### src/rtl/wb_timer_slave_pkg.sv
// Shared types and constants for the wishbone machine-timer slave.
// Holds the wishbone bundle types, the register offset map, the ctrl
// field positions and the byte-lane merge helper used by register writes.
package wb_timer_slave_pkg;

  // Master-to-slave wishbone bundle
  typedef struct packed {
    logic [31:0] addr;
    logic [31:0] data;
    logic [3:0]  sel;
    logic        cyc;
    logic        stb;
    logic        we;
  } wb_m2s_t;

  // Slave-to-master wishbone bundle
  typedef struct packed {
    logic [31:0] data;
    logic        ack;
  } wb_s2m_t;

  // Register offsets, word index taken from addr[4:2]
  localparam logic [2:0] TMR_OFF_MTIME_LO = 3'd0;
  localparam logic [2:0] TMR_OFF_MTIME_HI = 3'd1;
  localparam logic [2:0] TMR_OFF_CMP_LO   = 3'd2;
  localparam logic [2:0] TMR_OFF_CMP_HI   = 3'd3;
  localparam logic [2:0] TMR_OFF_CTRL     = 3'd4;

  // Ctrl register field positions
  localparam int TMR_CTRL_EN      = 0;
  localparam int TMR_CTRL_DIV_LSB = 8;

  // Default bus base address (32-byte aligned)
  localparam logic [31:0] TMR_BASE = 32'h0200_0000;

  // Replace the byte lanes of old_w selected by sel with those of new_w
  function automatic logic [31:0] wb_merge(input logic [31:0] old_w,
                                           input logic [31:0] new_w,
                                           input logic [3:0]  sel);
    logic [31:0] r;
    r = old_w;
    for (int i = 0; i < 4; i++) begin
      if (sel[i]) begin
        r[8*i +: 8] = new_w[8*i +: 8];
      end else begin
        r[8*i +: 8] = old_w[8*i +: 8];
      end
    end
    return r;
  endfunction

endpackage

### src/rtl/timer_prescaler.sv
// Prescaler for the machine timer: counts 0..div while enabled and
// emits a one-cycle tick on the cycle the count equals div.
// A clear forces the count back to zero on the next edge.
module timer_prescaler
  import wb_timer_slave_pkg::*;
#(
  parameter int PRESCALE_W = 8
) (
  input  logic                  i_clk,
  input  logic                  i_rstn,
  input  logic                  i_enable,
  input  logic [PRESCALE_W-1:0] i_div,
  input  logic                  i_clear,
  output logic                  o_tick
);

  logic [PRESCALE_W-1:0] cnt_q;
  logic [PRESCALE_W-1:0] cnt_d;
  logic                  hit_s;

  assign hit_s  = (cnt_q == i_div);
  // Tick is combinational so mtime advances on the same edge the count wraps
  assign o_tick = i_enable & hit_s;

  // Next count: clear wins, otherwise wrap at div while enabled, else hold
  always_comb begin
    cnt_d = cnt_q;
    if (i_clear) begin
      cnt_d = '0;
    end else if (i_enable) begin
      if (hit_s) begin
        cnt_d = '0;
      end else begin
        cnt_d = cnt_q + {{(PRESCALE_W-1){1'b0}}, 1'b1};
      end
    end else begin
      cnt_d = cnt_q;
    end
  end

  // Count register
  always_ff @(posedge i_clk or negedge i_rstn) begin
    if (!i_rstn) begin
      cnt_q <= '0;
    end else begin
      cnt_q <= cnt_d;
    end
  end

endmodule

### src/rtl/wb_timer_slave.sv
// Wishbone single-beat slave holding a 64-bit machine timer (mtime),
// a 64-bit compare (mtimecmp) and a ctrl register (enable, prescaler div).
// Drives a registered level interrupt when enabled and mtime >= mtimecmp.
// Optional macro TIMER_SNAPSHOT_EN: a read of mtime_lo latches mtime_hi
// into a shadow returned by the next mtime_hi read (coherent 64-bit read).
module wb_timer_slave
  import wb_timer_slave_pkg::*;
#(
  parameter logic [31:0] BASE_ADDR  = TMR_BASE,
  parameter int          PRESCALE_W = 8
) (
  input  logic    i_clk,
  input  logic    i_rstn,
  input  wb_m2s_t i_wb,
  output wb_s2m_t o_wb,
  output logic    o_irq
);

  logic [63:0]           mtime_q, mtime_d;
  logic [63:0]           cmp_q, cmp_d;
  logic                  en_q, en_d;
  logic [PRESCALE_W-1:0] div_q, div_d;
  logic [31:0]           data_q, data_d;
  logic                  ack_q, ack_d;
  logic                  irq_q, irq_d;
`ifdef TIMER_SNAPSHOT_EN
  logic [31:0]           shadow_q, shadow_d;
`endif

  logic                  sel_hit_s;
  logic                  ack_next_s;
  logic                  wr_s;
  logic                  wr_any_s;
  logic                  ctrl_wr_s;
  logic [2:0]            off_s;
  logic [31:0]           ctrl_word_s;
  logic [31:0]           ctrl_new_s;
  logic [31:0]           rd_data_s;
  logic                  tick_s;
  logic                  unused_ok_s;

  assign sel_hit_s  = i_wb.cyc & i_wb.stb & (i_wb.addr[31:5] == BASE_ADDR[31:5]);
  // The ~ack term keeps a held stb from being acked twice in a row
  assign ack_next_s = sel_hit_s & ~ack_q;
  assign off_s      = i_wb.addr[4:2];
  assign wr_s       = ack_next_s & i_wb.we;
  assign wr_any_s   = wr_s & (|i_wb.sel);
  assign ctrl_wr_s  = wr_s & (off_s == TMR_OFF_CTRL);

  // Byte address bits and unimplemented ctrl bits are intentionally ignored
  assign unused_ok_s = ^{i_wb.addr[1:0], ctrl_new_s};

  timer_prescaler #(
    .PRESCALE_W (PRESCALE_W)
  ) u_prescaler (
    .i_clk    (i_clk),
    .i_rstn   (i_rstn),
    .i_enable (en_q),
    .i_div    (div_q),
    .i_clear  (ctrl_wr_s),
    .o_tick   (tick_s)
  );

  // Assemble the ctrl word as seen by the bus and the result of a write to it
  always_comb begin
    ctrl_word_s = 32'd0;
    ctrl_word_s[TMR_CTRL_EN] = en_q;
    ctrl_word_s[TMR_CTRL_DIV_LSB +: PRESCALE_W] = div_q;
    ctrl_new_s = wb_merge(ctrl_word_s, i_wb.data, i_wb.sel);
  end

  // Read mux over current register values; reserved offsets read zero
  always_comb begin
    rd_data_s = 32'd0;
    case (off_s)
      TMR_OFF_MTIME_LO: rd_data_s = mtime_q[31:0];
`ifdef TIMER_SNAPSHOT_EN
      TMR_OFF_MTIME_HI: rd_data_s = shadow_q;
`else
      TMR_OFF_MTIME_HI: rd_data_s = mtime_q[63:32];
`endif
      TMR_OFF_CMP_LO:   rd_data_s = cmp_q[31:0];
      TMR_OFF_CMP_HI:   rd_data_s = cmp_q[63:32];
      TMR_OFF_CTRL:     rd_data_s = ctrl_word_s;
      default:          rd_data_s = 32'd0;
    endcase
  end

  // Register next state: tick increments mtime, a bus write to mtime overrides it
  always_comb begin
    mtime_d = mtime_q;
    cmp_d   = cmp_q;
    en_d    = en_q;
    div_d   = div_q;
    if (tick_s) begin
      mtime_d = mtime_q + 64'd1;
    end else begin
      mtime_d = mtime_q;
    end
    if (wr_any_s) begin
      case (off_s)
        TMR_OFF_MTIME_LO: mtime_d = {mtime_q[63:32], wb_merge(mtime_q[31:0], i_wb.data, i_wb.sel)};
        TMR_OFF_MTIME_HI: mtime_d = {wb_merge(mtime_q[63:32], i_wb.data, i_wb.sel), mtime_q[31:0]};
        TMR_OFF_CMP_LO:   cmp_d   = {cmp_q[63:32], wb_merge(cmp_q[31:0], i_wb.data, i_wb.sel)};
        TMR_OFF_CMP_HI:   cmp_d   = {wb_merge(cmp_q[63:32], i_wb.data, i_wb.sel), cmp_q[31:0]};
        TMR_OFF_CTRL: begin
          en_d  = ctrl_new_s[TMR_CTRL_EN];
          div_d = ctrl_new_s[TMR_CTRL_DIV_LSB +: PRESCALE_W];
        end
        default: begin
          cmp_d = cmp_q;
        end
      endcase
    end else begin
      cmp_d = cmp_q;
    end
  end

`ifdef TIMER_SNAPSHOT_EN
  // Shadow of mtime_hi: captured on a lo read, overwritten by a hi write
  always_comb begin
    shadow_d = shadow_q;
    if (ack_next_s && !i_wb.we && (off_s == TMR_OFF_MTIME_LO)) begin
      shadow_d = mtime_q[63:32];
    end else if (wr_any_s && (off_s == TMR_OFF_MTIME_HI)) begin
      shadow_d = wb_merge(shadow_q, i_wb.data, i_wb.sel);
    end else begin
      shadow_d = shadow_q;
    end
  end
`endif

  // Bus response and interrupt next state
  always_comb begin
    ack_d  = ack_next_s;
    data_d = data_q;
    irq_d  = en_q & (mtime_q >= cmp_q);
    if (ack_next_s) begin
      data_d = rd_data_s;
    end else begin
      data_d = data_q;
    end
  end

  // State and output registers
  always_ff @(posedge i_clk or negedge i_rstn) begin
    if (!i_rstn) begin
      mtime_q  <= 64'd0;
      cmp_q    <= 64'hFFFF_FFFF_FFFF_FFFF;
      en_q     <= 1'b0;
      div_q    <= '0;
      data_q   <= 32'd0;
      ack_q    <= 1'b0;
      irq_q    <= 1'b0;
`ifdef TIMER_SNAPSHOT_EN
      shadow_q <= 32'd0;
`endif
    end else begin
      mtime_q  <= mtime_d;
      cmp_q    <= cmp_d;
      en_q     <= en_d;
      div_q    <= div_d;
      data_q   <= data_d;
      ack_q    <= ack_d;
      irq_q    <= irq_d;
`ifdef TIMER_SNAPSHOT_EN
      shadow_q <= shadow_d;
`endif
    end
  end

  assign o_wb.data = data_q;
  assign o_wb.ack  = ack_q;
  assign o_irq     = irq_q;

endmodule

### config.mk
export PLATFORM = sky130hd
export DESIGN_NAME = wb_timer_slave
export DESIGN_NICKNAME = d
export VERILOG_FILES = /design/src/rtl/wb_timer_slave_pkg.sv /design/src/rtl/timer_prescaler.sv /design/src/rtl/wb_timer_slave.sv
export SDC_FILE = /design/constraint.sdc
export NUM_CORES = 1
export LEC_CHECK = 0
export ABC_AREA = 1
export ABC_CLOCK_PERIOD_IN_PS = 3000
export CORE_UTILIZATION = 53
export CTS_CLUSTER_DIAMETER = 30
export DETAILED_ROUTE_END_ITERATION = 10
export PLACE_DENSITY = 0.74
export SETUP_SLACK_MARGIN = 0.2
export SLEW_MARGIN = 20
export SYNTH_ARGS = -nofsm -noshare
export SYNTH_HDL_FRONTEND = slang
export SYNTH_HIERARCHICAL = 1
export SYNTH_SLANG_ARGS = --single-unit
### constraint.sdc
create_clock -name i_clk -period 3 [get_ports i_clk]
set_clock_uncertainty 0.05 [all_clocks]
set_input_delay 0.45 -clock i_clk [delete_from_list [all_inputs] [get_ports i_clk]]
set_output_delay 0.45 -clock i_clk [all_outputs]
set_load 0.05 [all_outputs]
==> results_dict.tcl, run 1 <==
set metrics [dict create \
    portBuffers 104 \
    ys_types 44 \
    wl_per_cell_um 20.6 \
    start_util_pct 54.2 \
    die_h_um 157 \
    critPathCaptureType "flop" \
    clk_path_buf_depth 2 \
    grt_pass1_vias 12600 \
    synthFlopType "dfrtp_1" \
    root_buffer "clkbuf_16" \
    final_max_slew_viol_count 0 \
    relSlewSlack_pct 46.1 \
    ys_seq_area_share_pct 35.8 \
    ys_ff_latch 179 \
    cp_slowest_stage_delay_ns 0.45 \
    drv_cap 0 \
    clkTransAtPathRegs_ns 0.08 \
    async_flop_share_pct 100 \
    cp_top_family "simple AND/OR/NAND/NOR gates" \
    status "completed" \
    detailed_place_hpwl_um 37100 \
    synthSimpleGateAreaFrac_pct 34.5 \
    finish.utilization_pct 64.1 \
    antenna_found_initial 0 \
    syn_area_um2 12700 \
    worst-path-max-fanout 6 \
    power_frac_comb_pct 7.1 \
    crit_slowest_cell "dfrtp_1" \
    antenna_left 0 \
    max_freq_mhz 376 \
    grt_max_degree 62 \
    h-tree-depth 4 \
    p_sw_mw 1.40 \
    grt-ovfl-total 0 \
    fill_cells 2241 \
    io_pins 107 \
    numCtsBuffers 17 \
    p_leak_nw 6.63 \
    busiest_layer "met2" \
    power.density_nw_per_um2 336 \
    clkPwrFrac_pct 45.3 \
    finalHoldViolCount 0 \
    yosys_warnings 6 \
    p_sw_share_pct 27.7 \
    cp_cell_sequence "xnor2_1 -> nand2_1 -> nor2_1 -> nand3_2 -> inv_1 -> inv_1 -> nor2_4 -> nand2_1 -> nor2_2 -> nand2_1 -> nor2_1 -> xor2_1 -> o211ai_1" \
    intPower_mw 3.67 \
    grt_util_all_layers_pct 39.7 \
    tightest_slew_ns 0.805 \
    drive_above_1_share_pct 11.4 \
    post_cts_buffers 0 \
    gp_congestion 1.03 \
    clock_latency_ns 0.45 \
    critPathRequiredTime_ns 3.26 \
    core_um2 23500 \
    drt_first_iter_violations 1571 \
    synth-edff-count 0 \
    drt_wl_total_um 47600 \
    tns_ns 0 \
    syn_inst 1840 \
    rsz0062_at_grt "true" \
    dr.pass1.iters 7 \
    min_path_type "flop to flop" \
    cts_tree "done" \
    vias_per_cell 5.84 \
    muxShareOfSynthArea_pct 0 \
    met1_usage_pct 51.3 \
    crit_type "flop to flop" \
    crit_top_cell "nand2_1" \
    synthAdderAreaFrac_pct 6.48 \
    synth-compound-area-share_pct 12.6 \
    grt_first_pass_wirelength_um 72000 \
    fin_nets 2113 \
    seqPwrFrac_pct 47.6 \
    min_period_ns 2.66 \
    vias 13500 \
    start_kind "flop" \
    ir_worst_vdd_v 0.000301 \
    clkSinkCount 179 \
    area_growth_pct 18.3 \
    setup_viol 0 \
    synthXorXnorAreaFrac_pct 2.27 \
    gr-usage-met3_pct 6.36 \
    finalCritPeriodShare_pct 88.6 \
    syn_avg_cell_area_um2 6.93 \
    worstPathArrival_ns 2.92 \
    grt_use_met2_pct 63.7 \
    synth_top_family_by_area "simple AND/OR/NAND/NOR gates" \
    path_buf_inv 2 \
    synth_nets 1979 \
    dieArea_um2 24700 \
    diodes 0 \
    drcViolationCount 0 \
    die_w_um 157 \
    rows 56 \
]
-- path summary, 6_finish.rpt --
check	slack (ns)	startpoint	to	depth (start not counted)
max reg2reg	0.34	u_prescaler/cnt_q[2]$_DFFE_PN0P_	mtime_q[32]$_DFFE_PN0P_	13
max in group asynchronous	1.58	i_rstn	cmp_q[37]$_DFFE_PN1P_	3
max	0.34	u_prescaler/cnt_q[2]$_DFFE_PN0P_	mtime_q[32]$_DFFE_PN0P_	13
min	0.41	cmp_q[38]$_DFFE_PN1P_	cmp_q[38]$_DFFE_PN1P_	2
min in group asynchronous	0.51	i_rstn	data_q[19]$_DFFE_PN0N_	2
min reg2reg	0.41	cmp_q[38]$_DFFE_PN1P_	cmp_q[38]$_DFFE_PN1P_	2
-- power groups by stage --
stage               Clock (mW)  Sequential, mW  Combinational [mW]
global route              2.42            2.42               0.378
global placement             0            2.46               0.345
detailed placement           0            2.46               0.350
CTS                       2.33            2.42               0.352
finish                    2.30            2.42               0.358
floorplan                    0            2.46              0.0897
-- synth_stat cells, drive strengths merged (3+ instances only) --
cell type  number  area, um2
nand2         573       2180
nor2          227        953
inv           217        815
nand3         152        798
o21ai         135        739
dfrtp         115       2880
ha             66        826
dfstp          64       1680
a21oi          48        240
nand4          38        238
o22ai          33        206
buf            25        164
clkbuf         24       90.1
a221oi         23        201
xor2           20        175
nor3           17       96.4
xnor2          13        114
a211oi          9       67.6
o31ai           9       67.6
nand3b          7       52.6
nor4            5       31.3
o211ai          4       30.0
or2             4       25.0
o21a            3       22.5
-- cells in the final DEF, fill, tap and decap left out, types with 7 or more instances in the layout --
master	instances
o21ai_0	107
nand4_1	38
a211oi_1	9
ha_1	66
nand2_2	7
nand2_1	564
clkdlybuf4s50_1	103
o31ai_1	9
dfrtp_1	115
nand3b_1	7
xor2_1	20
o22ai_1	33
inv_2	7
nor2_4	10
buf_4	56
nand3_2	8
clkbuf_16	17
nor2_2	11
dfstp_2	64
a221oi_1	23
inv_1	210
o21ai_2	18
nor3_1	15
nor2_1	205
nand3_1	143
a21oi_1	48
o21ai_1	9
xnor2_1	13
-- tightest hold or removal path: cells and delay by family, from the launching register on --
kind,cells,cell delay (ns)
flip-flops,1,0.37
AND/OR/NAND/NOR,2,0.09
-- cell families (layout without fill, tap and decap cells) --
family          count (synthesis)  count (layout)
xor+xnor                       33              33
buf+inv                       268             415
fa+ha+maj                      66              66
simple gates                 1026            1026
compound gates                268             268
flops                         179             179
-- sequential cells by signal (all words and copies together), names as in the netlist --
register           cells
cmp_q                 64
o_irq                  1
mtime_q               64
u_prescaler/cnt_q      8
div_q                  8
ack_q                  1
data_q                32
en_q                   1
-- area by class of cell --
class,count,area [um2],area share [%]
Clock buffer,18,429,2.85
Clock inverter,14,168,1.11
Inverter,219,822,5.45
Multi-Input combinational cell,1393,7170,47.5
Sequential cell,179,4560,30.2
Tap cell,319,399,2.65
Timing Repair Buffer,164,1530,10.2
-- through the flow --
step / instance area [um2] / setup slack, ns / hold WS (ns) / cells / power, mW
2_1_floorplan: 12700 / 0.865 / 0.104 / 1840 / 2.55
3_3_place_gp: 14400 / 0.0488 / 0.401 / 2273 / 2.80
3_5_place_dp: 14400 / -0.0114 / 0.402 / 2273 / 2.81
4_1_cts: 15000 / 0.291 / 0.415 / 2306 / 5.10
5_1_grt: 15100 / 0.181 / 0.425 / 2306 / 5.21
6_report: 15100 / 0.342 / 0.414 / 2306 / 5.07
-- routing by layer --
metal,wire length (um),vias up
met1,19000,6324
met4,2720,0
met3,4120,161
li1,-,6298
met2,21700,679
met5,0,-
-- what timing repair did --
action / CTS / global route
endpoints found under the hold margin: 25 / 0
endpoints found under the setup margin: 0 / 16
hold buffers: 1 / 0
resized for setup: 0 / 10
No activity file was read; power rests on OpenSTA's default activity.
==> inputs of run 2 (changes only) <==
--- a/config.mk
+++ b/config.mk
@@ -6,7 +6,6 @@
 export NUM_CORES = 1
 export LEC_CHECK = 0
 export ABC_AREA = 1
-export ABC_CLOCK_PERIOD_IN_PS = 3000
 export CORE_UTILIZATION = 53
 export CTS_CLUSTER_DIAMETER = 30
 export DETAILED_ROUTE_END_ITERATION = 10
==> results of run 2 <==
Same layout as run 1: the final DEF is identical, and so are final timing and power.
